===== src/rtl/freq_counter_pkg.sv =====
// Shared types and constants for the colour-sensor frequency counter.
package freq_counter_pkg;

  typedef enum logic [1:0] {
    IDLE,
    SETTLE,
    GATE,
    DONE
  } state_t;

  localparam int GATE_CYCLES_1MS   = 100000;
  localparam int SETTLE_CYCLES_DEF = 1000;

  // Phase timer must hold the larger of the two reload values.
  function automatic int timer_width(input int gate_cycles, input int settle_cycles);
    int m;
    m = (gate_cycles > settle_cycles) ? gate_cycles : settle_cycles;
    return (m < 1) ? 1 : $clog2(m + 1);
  endfunction

endpackage


===== src/rtl/freq_counter_edge_sync.sv =====
// Two-flop synchronizer followed by a registered rising-edge pulse.
module edge_sync (
  input  logic clk,
  input  logic rst,
  input  logic din,
  output logic pulse
);

  logic s1, s2, prev;

  // NOTE: non-blocking assignments make each flop take its neighbour's pre-edge value.
  always_ff @(posedge clk or posedge rst) begin
    if (rst) begin
      s1    <= 1'b0;
      s2    <= 1'b0;
      prev  <= 1'b0;
      pulse <= 1'b0;
    end else begin
      s1    <= din;
      s2    <= s1;
      prev  <= s2;
      pulse <= s2 & ~prev;
    end
  end

endmodule


===== src/rtl/freq_counter.sv =====
// Gated edge counter: settle, count sensor edges for GATE_CYCLES, report once.
module freq_counter
  import freq_counter_pkg::*;
#(
  parameter int GATE_CYCLES   = GATE_CYCLES_1MS,
  parameter int SETTLE_CYCLES = SETTLE_CYCLES_DEF,
  parameter int CNT_W         = 32
) (
  input  logic             clk,
  input  logic             rst,
  input  logic             sensor_freq,
  input  logic             start,
  output logic             busy,
  output logic             done,
  output logic [CNT_W-1:0] count,
  output logic             overflow
);

  localparam int               TW          = timer_width(GATE_CYCLES, SETTLE_CYCLES);
  localparam logic [TW-1:0]    GATE_LOAD   = TW'(GATE_CYCLES - 1);
  localparam logic [TW-1:0]    SETTLE_LOAD = TW'((SETTLE_CYCLES == 0) ? 0 : SETTLE_CYCLES - 1);
  localparam logic [CNT_W-1:0] CNT_MAX     = '1;

  state_t           state;
  logic [TW-1:0]    timer;
  logic [CNT_W-1:0] work, work_nxt;
  logic             work_ovf, ovf_nxt;
  logic             edge_pulse;

  edge_sync u_sync (
    .clk   (clk),
    .rst   (rst),
    .din   (sensor_freq),
    .pulse (edge_pulse)
  );

  // NOTE: every output gets a default first so always_comb never infers a latch.
  always_comb begin
    work_nxt = work;
    ovf_nxt  = work_ovf;
    if (edge_pulse) begin
      if (work == CNT_MAX) ovf_nxt  = 1'b1;
      else                 work_nxt = work + CNT_W'(1);
    end
  end

  always_ff @(posedge clk or posedge rst) begin
    if (rst) begin
      state    <= IDLE;
      timer    <= '0;
      work     <= '0;
      work_ovf <= 1'b0;
      busy     <= 1'b0;
      done     <= 1'b0;
      count    <= '0;
      overflow <= 1'b0;
    end else begin
      case (state)
        IDLE: begin
          if (start) begin
            work     <= '0;
            work_ovf <= 1'b0;
            busy     <= 1'b1;
            if (SETTLE_CYCLES == 0) begin
              state <= GATE;
              timer <= GATE_LOAD;
            end else begin
              state <= SETTLE;
              timer <= SETTLE_LOAD;
            end
          end
        end
        SETTLE: begin
          if (timer == '0) begin
            state <= GATE;
            timer <= GATE_LOAD;
          end else begin
            timer <= timer - TW'(1);
          end
        end
        GATE: begin
          work     <= work_nxt;
          work_ovf <= ovf_nxt;
          if (timer == '0) begin
            // The last window cycle's edge is folded straight into the result.
            state    <= DONE;
            done     <= 1'b1;
            count    <= work_nxt;
            overflow <= ovf_nxt;
          end else begin
            timer <= timer - TW'(1);
          end
        end
        DONE: begin
          state <= IDLE;
          done  <= 1'b0;
          busy  <= 1'b0;
        end
        default: state <= IDLE;
      endcase
    end
  end

endmodule


===== config.mk =====
export PLATFORM = sky130hd
export DESIGN_NAME = freq_counter
export DESIGN_NICKNAME = d
export VERILOG_FILES = /design/src/rtl/freq_counter_pkg.sv /design/src/rtl/freq_counter_edge_sync.sv /design/src/rtl/freq_counter.sv
export SDC_FILE = /design/constraint.sdc
export NUM_CORES = 1
export LEC_CHECK = 0
export ABC_AREA = 0
export CORE_MARGIN = 2
export CORE_UTILIZATION = 63
export DETAILED_ROUTE_END_ITERATION = 6
export PLACE_DENSITY_LB_ADDON = 0.3
export SETUP_SLACK_MARGIN = 0.4
export SYNTH_ARGS = -nofsm -noshare
export SYNTH_HDL_FRONTEND = slang
export SYNTH_SLANG_ARGS = --single-unit
export TNS_END_PERCENT = 100

===== constraint.sdc =====
create_clock -name clk -period 8.5 [get_ports clk]
set_input_delay 1.275 -clock clk [delete_from_list [all_inputs] [get_ports clk]]
set_output_delay 1.275 -clock clk [all_outputs]
set_load 0.01 [all_outputs]

==> results of run 1 <==
-- logic make-up (layout without fill, tap and decap cells) --
family	count (synthesis)	count (layout)	share of synthesized area (%)
compound gates	166	166	20.5
xor+xnor	29	29	5.24
fa+ha+maj	6	6	1.55
buf+inv	40	70	3.31
flops	91	91	47.0
mux	5	5	1.11
simple gates	197	197	21.3
-- cells in the final DEF (no fill, tap or decap), drive strengths merged, types with 3 or more instances in the layout --
master / Yosys / routed
dfrtp: 91 / 91
o21ai: 88 / 88
nand2: 77 / 77
clkdlybuf4s50: 0 / 38
nand3: 30 / 30
nor2: 26 / 26
a21oi: 25 / 25
xnor2: 15 / 15
xor2: 14 / 14
nand4: 13 / 13
a31oi: 12 / 12
nor3: 11 / 11
inv: 12 / 11
o31ai: 11 / 11
clkbuf: 21 / 11
nor4: 9 / 9
and4: 7 / 7
or3: 6 / 6
ha: 6 / 6
and2: 5 / 5
and3: 4 / 4
bufinv: 0 / 4
buf: 7 / 4
a41oi: 4 / 4
a211oi: 4 / 4
mux2: 3 / 3
nor2b: 3 / 3
o31a: 3 / 3
a21o: 3 / 3
-- cell type report --
class                      instances  area, sq um
sequential                        91         2280
clock inverter                     5          125
multi-input combinational        403         2410
fill                             501         1810
timing repair buffer              42          410
inverter                          12         46.3
clock buffer                      11          131
tap                               99          124
-- metal layers --
layer | GRT usage [%] | up-vias | share of wire, %
li1 | - | 1986 | -
met4 | 12.8 | 0 | 2.2
met2 | 43.9 | 182 | 48
met1 | 40.1 | 2122 | 44
met3 | 3.94 | 25 | 5.6
met5 | 0 | - | 0
-- registers in the layout, summed over array words and instances, names as in the netlist --
signal,count
busy,1
count,32
done,1
overflow,1
state,2
timer,17
u_sync.prev,1
u_sync.pulse,1
u_sync.s1,1
u_sync.s2,1
work,32
work_ovf,1
-- power by group through the flow --
stage | clock network [mW] | logic (mW) | registers (mW)
finish | 0.378 | 0.0119 | 0.434
global route | 0.398 | 0.0141 | 0.434
CTS | 0.381 | 0.0125 | 0.434
detailed placement | 0 | 0.0127 | 0.443
global placement | 0 | 0.0124 | 0.443
floorplan | 0 | 0.00778 | 0.443
-- how the worst min path moves through the flow --
stage,start,end,slack (ns),cells past startpoint
floorplan,u_sync.s1,u_sync.s2,0.33,0
CTS,u_sync.s1,u_sync.s2,0.36,0
global route,u_sync.s1,u_sync.s2,0.36,0
global placement,u_sync.s1,u_sync.s2,0.33,0
detailed placement,u_sync.s1,u_sync.s2,0.34,0
finish,u_sync.s1,u_sync.s2,0.36,0
-- critical path: cells and delay by family --
| kind | cells | cell delay, ns |
|---|---|---|
| buffers and inverters | 1 | 0.53 |
| AND/OR/NAND/NOR | 2 | 1.23 |
| AO/OA/AOI/OAI | 2 | 0.45 |
==> summary.md, run 1 <==
| Metric | Value |
|---|---|
| R2r startpoint | timer[6] |
| Place WS | ~5.0 ns |
| Reg2reg end | count[11] |
| Largest net degree at the start of global routing | 55 |
| Yosys warns | 0 |
| Placed cell areas | roughly 5300 sq um |
| Internal power | between 600 and 700 uW |
| Final WS setup | between 5 and 6 ns |
| Post-CTS setup buffers | 0 |
| Tot Pwr | 824 uW |
| Post-synth top area share | between 40% and 50% |
| DR WL/cell | 16.9 microns |
| Final instance area | between 5000 and 6000 sq um |
| Setup TNS | 0 ns |
| Initial antenna violation count | 0 |
| Type of origin of the critical path | input pin |
| Crit path launch | start |
| Crit path max fanout | 22 |
| Max-cap violations | 0 |
| Vias in the first global route | slightly above 4000 |
| Syn Area/Cell | 9.07 sq um |
| Commonest cells in the netlist | dfrtp_1 (91), o21ai_0 (83), nand2_1 (77), nand3_1 (29), nor2_1 (26) |
| Comb pwr share | 1.4% |
| Final hold violation count | 0 |
| Cts repair resizes | 0 |
| Gate count of the mapped netlist | 534 |
| Worst path required time | between 8 and 9 ns |
| CORE AREA | roughly 7300 sq um |
| WP data arrival | between 3 and 4 ns |
| Area contributors post-synth | dfrtp_1 (47%), o21ai_0 (8.6%), nand2_1 (6.0%) |
| Net Sw Frac | 19.8% |
| Leakage Power | between 2 and 2.5 nW |
| Iter 0 DRT Violations | a little under 400 |
| Clk pwr share | a little under half |
| Yosys cell types | between 50 and 60 |
| Aggregate global routing overflow | 0 |
| Post-synth top area cell | dfrtp_1 |
| Inserted Diodes | 0 |
| Final slew viol count | 0 |
| Clk Latency, worst-skew pair | around 0.36 ns |
| Post-Route WL | approximately 11000 microns |
| Reg2Reg Depth | 6 |
| Share of cells above drive strength 1 | 6.21% |
| Final period util | 37.8% |
| Port Buffer Count | 38 |
| Synth-to-layout area growth | 14.0% |
| Layout Skew | about 0.0082 ns |
| Fmax | 311 MHz |
| Syn_nets | 544 |
| Fin cells | around 660 |
| RSZ-0062 raised after global routing | false |
| DRC | 0 |
| CTS sink cnt | 91 |
| Die H | just over 90 microns |
| Post-synth EDFFs | 0 |
| Setup slack, reg-to-reg | just under 6 ns |
| Crit Path Class | in2reg |
| # IOs | 39 |
| Row Count | 31 |
| Most common cell in the netlist | dfrtp_1 |
| Worst Setup EP | work[7] |
| Async SR Flop Fraction | 100% |
| Final hold slack | approximately 0.36 ns |
| Clock buffer depth | 2 |
| First-pass DRT Iterations | 5 |
| Layout Nets | roughly 570 |
| Max VDD drop | roughly 0.096 mV |
| Worst Hold Class | reg2reg |
| Cells along the critical path | clkdlybuf4s50_1 -> nand2b_1 -> and2_0 -> a41oi_1 -> a31oi_1 |
| Status | finished, final reports clean |
| Seq/Total Area, Yosys | 47.0% |
| Initial Util | about two thirds |
| Tmin final | between 3 and 4 ns |
| FF+latch count, synth | 91 |
| Worst Setup End Kind | register |
| Die area | ~8400 sq um |
| CTS tree | done |
| Via density | roughly 6.5 |
| Via count | between 4000 and 5000 |
| Final core occ | ~75% |
| CP peak stage delay | about 1.0 ns |
| H-tree Lvls | 3 |
| Hold buffer count at CTS | 0 |
| Seq pwr share | between 50% and 60% |
| CTS Buf Count | 9 |
| Final GP Congestion | about 0.9 |
| First-pass GRT wire length | 19400 microns |
| Die W | roughly 90 microns |
| Hpwl dp | 7340 microns |
| Clk slew on worst S/H paths | roughly 0.090 ns |
| Leading register cell type out of synthesis | dfrtp_1 |
| Worst-margin pin slew | 1.31 ns |
| Placed Instances | about 650 |
| Max_slew headroom | between 10 and 15% |
| Detail Route Antenna Nets | 0 |
| Setup Viol. Count Final | 0 |
| Pwr dens | approximately 150 nW/um^2 |
| GRT Util Overall | between 20% and 30% |
| Slowest cell on crit path | and2_0 |
| Area of the mapped netlist | slightly below 5000 sq um |
| P_sw | 163 uW |
| Root Driver | clkbuf_8 |
Power figures use the tool's default switching activity.
==> run 2, diff against run 1 <==
--- a/config.mk
+++ b/config.mk
@@ -7,7 +7,7 @@
 export LEC_CHECK = 0
 export ABC_AREA = 0
 export CORE_MARGIN = 2
-export CORE_UTILIZATION = 63
+export CORE_UTILIZATION = 58
 export DETAILED_ROUTE_END_ITERATION = 6
 export PLACE_DENSITY_LB_ADDON = 0.3
 export SETUP_SLACK_MARGIN = 0.4
==> constraint.sdc (replaced) <==
create_clock -name clk -period 3.35 [get_ports clk]
set_input_delay 0.5025 -clock clk [delete_from_list [all_inputs] [get_ports clk]]
set_output_delay 0.5025 -clock clk [all_outputs]
set_load 0.01 [all_outputs]
==> summary.md, run 2 (synthesis gave the netlist of run 1 again) <==
| Metric | Value |
|---|---|
| Fin cells | about 670 |
| Most used routing layer | met2 |
| CTS Buf Count | 9 |
| Crit Path Class | reg2reg |
| Via count | 4172 |
| Placed Instances | about 660 |
| H-tree Lvls | 3 |
| Largest net degree at the start of global routing | 55 |
| GRT met2 Usage | 38.8% |
| Final period util | about three quarters |
| Root Driver | clkbuf_8 |
| Clk slew on worst S/H paths | 0.09 ns |
| CP peak stage delay | 0.51 ns |
| Final hold violation count | 0 |
| Status | finished, final reports clean |
| Max VDD drop | 0.285 mV |
| # fillers | 660 |
| Cts repair resizes | 0 |
| CTS tree | done |
| Initial Util | between 50% and 60% |
| Tot Pwr | ~2.0 mW |
| Clk Latency, worst-skew pair | 0.35 ns |
| Worst Hold Depth | 0 |
| Synth-to-layout area growth | 14.4% |
| GR Util met3 | approximately 3.6% |
| Setup TNS | 0 ns |
| Die W | about 95 microns |
| Max-cap violations | 0 |
| Die H | 95.4 microns |
| Clock buffer depth | 2 |
| Place WS | about 0.92 ns |
| Aggregate global routing overflow | 0 |
| Final core occ | roughly two thirds |
| WP data arrival | approximately 2.7 ns |
| First-pass DRT Iterations | 5 |
| Port Buffer Count | 38 |
| Inserted Diodes | 0 |
| Fmax | 401 MHz |
| Largest registers | count (32), work (32), timer (17) |
| Commonest non-fill, non-tap cell in the layout | dfrtp_1 |
| DR WL/cell | around 16 microns |
| First-pass GRT wire length | ~18000 microns |
| Worst-margin pin slew | 0.741 ns |
| Crit path max fanout | 8 |
| Type of origin of the critical path | register |
| Met1 usage | a little under two fifths |
| Row Count | 33 |
| Max_slew headroom | around 50% |
| Final GP Congestion | between 0.9 and 1 |
| Leakage Power | ~2.2 nW |
| Post-Route WL | roughly 11000 microns |
| Initial antenna violation count | 0 |
| Worst path required time | around 3.6 ns |
| GRT Util Overall | between 20 and 30% |
| Cells along the critical path | ha_1 -> and4_1 -> nand2_1 -> nor4_2 -> nand3_1 -> xor2_1 -> o21ai_0 |
| Reg2reg end | work[18] |
| Tmin final | 2.49 ns |
| DRC | 0 |
| R2r startpoint | work[0] |
| Die area | 9100 sq um |
| Setup slack, reg-to-reg | between 0.8 and 0.9 ns |
| Worst Hold Class | reg2reg |
| CORE AREA | between 8000 and 9000 sq um |
| Iter 0 DRT Violations | 260 |
| CTS sink cnt | roughly 90 |
| Final hold slack | approximately 0.35 ns |
| Layout Nets | 573 |
| Worst Setup End Kind | register |
| Final instance area | 5540 sq um |
| Critical path's top delay family | simple AND/OR/NAND/NOR gates |
| Setup Viol. Count Final | 0 |
| Via density | ~6.2 |
| CP Buf/Inv Count | 0 |
| Slowest cell on crit path | nor4_2 |
| Share of cells above drive strength 1 | under 10% |
| Detail Route Antenna Nets | 0 |
| Post-CTS setup buffers | 0 |
| # IOs | 39 |
| Final WS setup | 0.856 ns |
| Hpwl dp | 7340 microns |
| Layout Skew | 0.00911 ns |
| Worst Hold End | u_sync.s2 |
| Pwr dens | ~350 nW/um^2 |
| Hold path start | u_sync.s1 |
| Vias in the first global route | between 3000 and 4000 |
| Placed cell areas | around 5300 sq um |
| RSZ-0062 raised after global routing | false |
| Final slew viol count | 0 |
| Most frequent cells in the layout | dfrtp_1 (91), o21ai_0 (83), nand2_1 (77) |
| Hold buffer count at CTS | 0 |
| Reg2Reg Depth | 7 |
run 2: cell types whose count changed in the layout (fill, tap and decap cells not counted), sizes merged:
cell and change:
buf +4, bufinv -2, clkbuf -1, clkinv +1
clkinvlp +2
run 2: worst register-to-register path, cell delays in order, from the launching register on:
cell and delay, ns:
dfrtp_1 0.47, ha_1 0.29, and4_1 0.38, nand2_1 0.21
nor4_2 0.51, nand3_1 0.20, xor2_1 0.20, o21ai_0 0.11
run 2: worst max path at each step:
stage,endpoint,cells after the start,start
floorplan,busy,1,rst
global placement,work[30],7,work[0]
detailed placement,work[30],7,work[0]
CTS,work[30],7,work[0]
global route,count[18],7,work[0]
finish,work[18],7,work[0]
run 2: cell type report:
cell class                 instances  area [sq um]  share of cell area, %
multi-input combinational        403          2410                   43.4
inverter                          12          46.3                  0.835
timing repair buffer              46           453                   8.17
tap                              105           131                   2.37
clock inverter                     6          88.8                   1.60
sequential                        91          2280                   41.1
clock buffer                      10           138                   2.48
run 2: report_power, final:
part | leakage, nW | switching (mW) | internal, mW
Combinational | 0.930 | 0.0242 | 0.00785
Clock | 0.108 | 0.391 | 0.441
Sequential | 1.19 | 0.00150 | 1.10
run 2: layer usage:
layer	wire length (microns)	up-vias
li1	-	1991
met1	5010	2004
met2	4860	155
met3	630	22
met4	214	0
met5	0	-
